`src/rtl/csr_file.sv`:
```
// rtl/csr_file.sv - machine/supervisor CSR file with interrupt request FSM
// Define CSR_FILE_COUNTERS_EN to add mcycle/minstret and the cycle/instret read-only aliases.
module csr_file (
    input  logic        i_clk,
    input  logic        i_rst,
    input  logic [11:0] i_csr_select,
    input  logic        i_csr_load,
    input  logic [31:0] i_csr_data,
    output logic [31:0] o_csr_reg,
    output logic [31:0] o_mstatus,
    output logic [31:0] o_sstatus,
    output logic [31:0] o_mepc,
    output logic [31:0] o_sepc,
    output logic [31:0] o_mtvec,
    output logic [31:0] o_stvec,
    input  logic        i_exception_ecall,
    input  logic        i_exception_ebreak,
    input  logic        i_interrupt_finnished,
    input  logic        i_instr_retired,
    input  logic        i_mtip,
    input  logic        i_meip,
    input  logic        i_seip,
    output logic        o_mint_req,
    output logic        o_sint_req
);
    localparam logic [31:0] MSTATUS_MASK = 32'h0000_19AA;
    localparam logic [31:0] SSTATUS_MASK = 32'h0000_0122;
    localparam logic [31:0] SIE_MASK     = 32'h0000_0222;
    localparam logic [31:0] MINT_MASK    = 32'h0000_0880;
    localparam logic [31:0] SINT_MASK    = 32'h0000_0202;
    localparam logic [31:0] MSTATUS_RST  = 32'h0000_1800;

    typedef enum logic [1:0] {IDLE, M_PEND, S_PEND} irq_state_t;

    logic [31:0] mstatus, mie, mtvec, mscratch, mepc, mcause;
    logic [31:0] stvec, sscratch, sepc, scause;
    logic        ssip;
    logic [31:0] mip;
    logic [31:0] m_pending, s_pending;
    logic [31:0] irq_word;
    logic [3:0]  cause_code;
    logic        m_finish, s_finish;
    irq_state_t  state;

    assign mip       = {20'b0, i_meip, 1'b0, i_seip, 1'b0, i_mtip, 5'b0, ssip, 1'b0};
    assign m_pending = mip & mie & MINT_MASK;
    assign s_pending = mip & mie & SINT_MASK;
    assign m_finish  = i_interrupt_finnished && (state == M_PEND);
    assign s_finish  = i_interrupt_finnished && (state == S_PEND);
    assign irq_word  = {1'b1, 27'b0, cause_code};

    // MPP=2'b10 is a reserved encoding and collapses to user mode
    function automatic logic [31:0] legal_mstatus(input logic [31:0] d);
        logic [31:0] v;
        v = d & MSTATUS_MASK;
        if (v[12:11] == 2'b10)
            v[12:11] = 2'b00;
        return v;
    endfunction

    always_ff @(posedge i_clk) begin
        if (i_rst) begin
            state      <= IDLE;
            cause_code <= 4'd0;
            o_mint_req <= 1'b0;
            o_sint_req <= 1'b0;
        end else begin
            case (state)
                IDLE: begin
                    if (mstatus[3] && (|m_pending)) begin
                        state      <= M_PEND;
                        o_mint_req <= 1'b1;
                        cause_code <= m_pending[11] ? 4'd11 : 4'd7;
                    end else if (mstatus[1] && (|s_pending)) begin
                        state      <= S_PEND;
                        o_sint_req <= 1'b1;
                        cause_code <= s_pending[9] ? 4'd9 : 4'd1;
                    end
                end
                M_PEND, S_PEND: begin
                    if (i_interrupt_finnished) begin
                        state      <= IDLE;
                        o_mint_req <= 1'b0;
                        o_sint_req <= 1'b0;
                        cause_code <= 4'd0;
                    end
                end
                default: begin
                    state      <= IDLE;
                    o_mint_req <= 1'b0;
                    o_sint_req <= 1'b0;
                end
            endcase
        end
    end

    // Later assignments win: exception over interrupt finish over CSR write
    always_ff @(posedge i_clk) begin
        if (i_rst) begin
            mstatus  <= MSTATUS_RST;
            mie      <= '0;
            mtvec    <= '0;
            mscratch <= '0;
            mepc     <= '0;
            mcause   <= '0;
            stvec    <= '0;
            sscratch <= '0;
            sepc     <= '0;
            scause   <= '0;
            ssip     <= 1'b0;
        end else begin
            if (i_csr_load) begin
                case (i_csr_select)
                    12'h300: mstatus  <= legal_mstatus(i_csr_data);
                    12'h100: mstatus  <= (mstatus & ~SSTATUS_MASK) | (i_csr_data & SSTATUS_MASK);
                    12'h304: mie      <= i_csr_data;
                    12'h104: mie      <= (mie & ~SIE_MASK) | (i_csr_data & SIE_MASK);
                    12'h305: mtvec    <= {i_csr_data[31:2], 2'b00};
                    12'h340: mscratch <= i_csr_data;
                    12'h341: mepc     <= {i_csr_data[31:2], 2'b00};
                    12'h342: mcause   <= i_csr_data;
                    12'h344: ssip     <= i_csr_data[1];
                    12'h105: stvec    <= {i_csr_data[31:2], 2'b00};
                    12'h140: sscratch <= i_csr_data;
                    12'h141: sepc     <= {i_csr_data[31:2], 2'b00};
                    12'h142: scause   <= i_csr_data;
                    default: ;
                endcase
            end
            if (m_finish)
                mcause <= irq_word;
            if (s_finish)
                scause <= irq_word;
            if (i_exception_ecall)
                mcause <= 32'd11;
            else if (i_exception_ebreak)
                mcause <= 32'd3;
        end
    end

`ifdef CSR_FILE_COUNTERS_EN
    logic [63:0] mcycle, minstret;

    always_ff @(posedge i_clk) begin
        if (i_rst) begin
            mcycle   <= '0;
            minstret <= '0;
        end else begin
            if (i_csr_load && i_csr_select == 12'hB00)
                mcycle[31:0] <= i_csr_data;
            else if (i_csr_load && i_csr_select == 12'hB80)
                mcycle[63:32] <= i_csr_data;
            else
                mcycle <= mcycle + 64'd1;

            if (i_csr_load && i_csr_select == 12'hB02)
                minstret[31:0] <= i_csr_data;
            else if (i_csr_load && i_csr_select == 12'hB82)
                minstret[63:32] <= i_csr_data;
            else if (i_instr_retired)
                minstret <= minstret + 64'd1;
        end
    end
`else
    logic unused_counter_inputs;
    assign unused_counter_inputs = i_instr_retired;
`endif

    always_comb begin
        o_csr_reg = '0;
        case (i_csr_select)
            12'h300: o_csr_reg = mstatus;
            12'h304: o_csr_reg = mie;
            12'h305: o_csr_reg = mtvec;
            12'h340: o_csr_reg = mscratch;
            12'h341: o_csr_reg = mepc;
            12'h342: o_csr_reg = mcause;
            12'h344: o_csr_reg = mip;
            12'h100: o_csr_reg = mstatus & SSTATUS_MASK;
            12'h104: o_csr_reg = mie & SIE_MASK;
            12'h105: o_csr_reg = stvec;
            12'h140: o_csr_reg = sscratch;
            12'h141: o_csr_reg = sepc;
            12'h142: o_csr_reg = scause;
`ifdef CSR_FILE_COUNTERS_EN
            12'hB00, 12'hC00: o_csr_reg = mcycle[31:0];
            12'hB80, 12'hC80: o_csr_reg = mcycle[63:32];
            12'hB02, 12'hC02: o_csr_reg = minstret[31:0];
            12'hB82, 12'hC82: o_csr_reg = minstret[63:32];
`endif
            default: o_csr_reg = '0;
        endcase
    end

    assign o_mstatus = mstatus;
    assign o_sstatus = mstatus & SSTATUS_MASK;
    assign o_mepc    = mepc;
    assign o_sepc    = sepc;
    assign o_mtvec   = mtvec;
    assign o_stvec   = stvec;

endmodule
```
`config.mk`:
```
export PLATFORM = sky130hd
export DESIGN_NAME = csr_file
export DESIGN_NICKNAME = d
export VERILOG_FILES = /design/src/rtl/csr_file.sv
export SDC_FILE = /design/constraint.sdc
export NUM_CORES = 1
export LEC_CHECK = 0
export BUFFER_PORTS_ARGS = -buffer_cell sky130_fd_sc_hd__buf_4
export CAP_MARGIN = 5
export CELL_PAD_IN_SITES_DETAIL_PLACEMENT = 0
export CELL_PAD_IN_SITES_GLOBAL_PLACEMENT = 1
export CORE_MARGIN = 4
export CORE_UTILIZATION = 36
export DETAILED_ROUTE_END_ITERATION = 10
export PLACE_DENSITY = 0.8
export SETUP_SLACK_MARGIN = 0.4
export SLEW_MARGIN = 10
export SYNTH_ARGS = -nofsm -noshare
export SYNTH_HDL_FRONTEND = slang
export SYNTH_SLANG_ARGS = --single-unit
```
`constraint.sdc`:
```
create_clock -name i_clk -period 2 [get_ports i_clk]
set_clock_uncertainty 0.15 [all_clocks]
set_input_delay 0.1 -clock i_clk [delete_from_list [all_inputs] [get_ports i_clk]]
set_output_delay 0.1 -clock i_clk [all_outputs]
set_load 0.02 [all_outputs]
```
==> results.cfg <==
[global_route]
grt_pass1_vias = 13400
overflow = 0
track_usage = 0.264
grt_pass1_wl_um = 84200
antenna_found_initial = 0
grt_max_degree = 137

[timing]
max_clock_freq_mhz = 448
setup_viol = 28
rsz0062_at_grt = yes
relSlewSlack = 0.467
finalSetupTns_ns = -4.05
min_period_ns = 2.23
maxSlewViolCount = 0
worst_pin_slew_ns = 0.800
hold_viol = 0
timing.final.ws_setup_ns = -0.233
min_period_over_period = 1.12

[synthesis]
ys_seq_area_frac = 0.438
postSynthCellCount = 1770
synth_enable_flop_cells = 0
yosys-top-cells-area = dfxtp_1 (44%), nand2_1 (17%), a21oi_1 (11%)
ys.flop_type = dfxtp_1
netlist_area_um2 = 13500
synth_top_area_frac = 0.438
avgSynthCellArea_um2 = 7.64
synth.distinct_cells = 62
ys_warn_count = 0
async_reset_ff_frac = 0
ys_ff_latch = 296
synth_top_area_cell = dfxtp_1

[critical_path]
crit_type = in2out
cp-end-kind = primary output
cp-start-kind = input pin
crit_path_max_fanout = 5
required_ns = 1.75
cp.arrival_ns = 1.98

[placement]
place_hpwl_um = 38700
finalWeightedCongestion = 0.917
io_buffers = 216
pre_cts_ws_ns = -0.303

[route]
wire_per_inst_um = 22.3
drt_iter0_drc = 1336
finalWirelength_um = 57700
drcViolationCount = 0
drt-pass1-iter-count = 6
viasPerCell = 5.50
num_vias = 14200
antenna_left = 0

[cts]
htree_num_levels = 2
cts_num_sinks = 296
clk_pin_slew_ns = 0.05
ctsLongestPathBuffers = 3
numCtsBuffers = 35
clock_latency_ns = 0.52
cts_tree = done
cts_root_buf = clkbuf_16

[finish]
drive_gt1_frac = 0.330
mostFrequentLayoutCells = nand2_1 (531), buf_4 (317), dfxtp_1 (285)
nets = 2149
diodes = 0
nFillCells = 3409
fin_util = 0.531
layout_commonest_cell = nand2_1
area_delta_synth_final_pct = 44.6

[floorplanning]
ios = 280
start_util = 0.367
die_h_um = 202
rows = 70
die_area_um2 = 40700
core_um2 = 36800
die_w_um = 202

[outcome]
violations = negative setup slack
outcome = complete, but fails checks

[pwr]
ir_worst_vdd_v = 0.000434
power_density_nw_per_um2 = 665
p_leak_uw = 0.00783

[hold_path]
min_path_type = in2reg

[run]
max_cap_viol_count = 0
==> worst paths after layout <==
| kind | slack (ns) | endpoint | cells after the start | from |
|---|---|---|---|---|
| setup / recovery | -0.23 | o_csr_reg[9] | 9 | i_csr_select[7] |
| hold / removal | 0.04 | mcause[3] | 4 | i_csr_load |
| setup reg to reg | 0.38 | cause_code[3] | 6 | state[1] |
| hold reg to reg | 0.30 | mscratch[27] | 2 | mscratch[27] |
==> Yosys cell counts, types with 5 or more instances <==
master and count:
nand2_1 603, a21oi_1 301, dfxtp_1 296, clkbuf_1 83, buf_4 67, buf_2 63, nor2_1 59, mux2i_1 52
a22oi_1 34, nand3_1 32, mux2_2 19, o21ai_0 15, a222oi_1 14, a22o_1 10, and3_1 8, a221oi_1 7
a311oi_1 7, nor3_1 7, nand4_1 6, o211ai_1 6, a31oi_1 5
==> sequential cells by signal, indices dropped and copies added, names as in the netlist <==
register	count
mie	32
o_sint_req	1
o_mstatus	7
o_stvec	30
o_mtvec	30
ssip	1
scause	32
o_sepc	30
mscratch	32
sscratch	32
state	2
mcause	32
o_mint_req	1
cause_code	4
o_mepc	30
==> metrics by stage <==
step                      area [um^2]  hold slack [ns]  total power, uW  instances
after floorplan                 14100           0.0795             6530       1831
after global placement          16500            0.247             6740       2444
after detailed placement        16500            0.257             6750       2444
after CTS                       18600          0.00824            13000       2569
after global routing            19500           0.0712            13300       2582
final                           19500           0.0389            13000       2582
==> power by group <==
| group | internal, uW | total (uW) | switching, uW |
|---|---|---|---|
| clock network | 3640 | 6210 | 2570 |
| registers | 5900 | 5900 | 2.92 |
| logic | 291 | 883 | 592 |
| total | 9830 | 13000 | 3170 |
==> final cells by class <==
cell class	count	area, um^2	share of cell area
Sequential cell	296	5940	0.304
Timing Repair Buffer	445	4160	0.213
Clock inverter	6	52.6	0.00269
Tap cell	468	586	0.0300
Clock buffer	53	1050	0.0540
Inverter	4	15.0	0.000768
Multi-Input combinational cell	1310	7730	0.396
==> cell families (layout without fill, tap and decap cells) <==
logic type	count (synthesis)	after routing	synth area share
buf+inv	225	508	0.0891
compound gates	417	417	0.178
flops	296	296	0.438
fa+ha+maj	3	3	0.00278
simple gates	755	755	0.234
other cells	1	62	0.000277
mux	73	73	0.0577
==> critical path, stage by stage <==
cell     delay (ns)
buf_8          0.10
or4b_4         0.63
buf_12         0.18
nor4_4         0.27
buf_4          0.16
buf_6          0.08
a22o_1         0.13
a211o_1        0.19
buf_6          0.14
==> metal layers <==
metal / track usage / share of wire / vias up
met1: 0.363 / 0.42 / 6859
li1: - / - / 6505
met3: 0.0565 / 0.089 / 139
met4: 0.0881 / 0.036 / 0
met5: 0 / 0 / -
met2: 0.415 / 0.46 / 706
==> timing repair <==
item,CTS,global route
endpoints found under the hold margin,296,0
setup buffers,24,7
hold buffers,41,0
gates cloned,1,6
setup endpoints to repair,210,223
pin swaps,36,107
gates resized for setup,122,187
(Power assumes the default switching activity.)
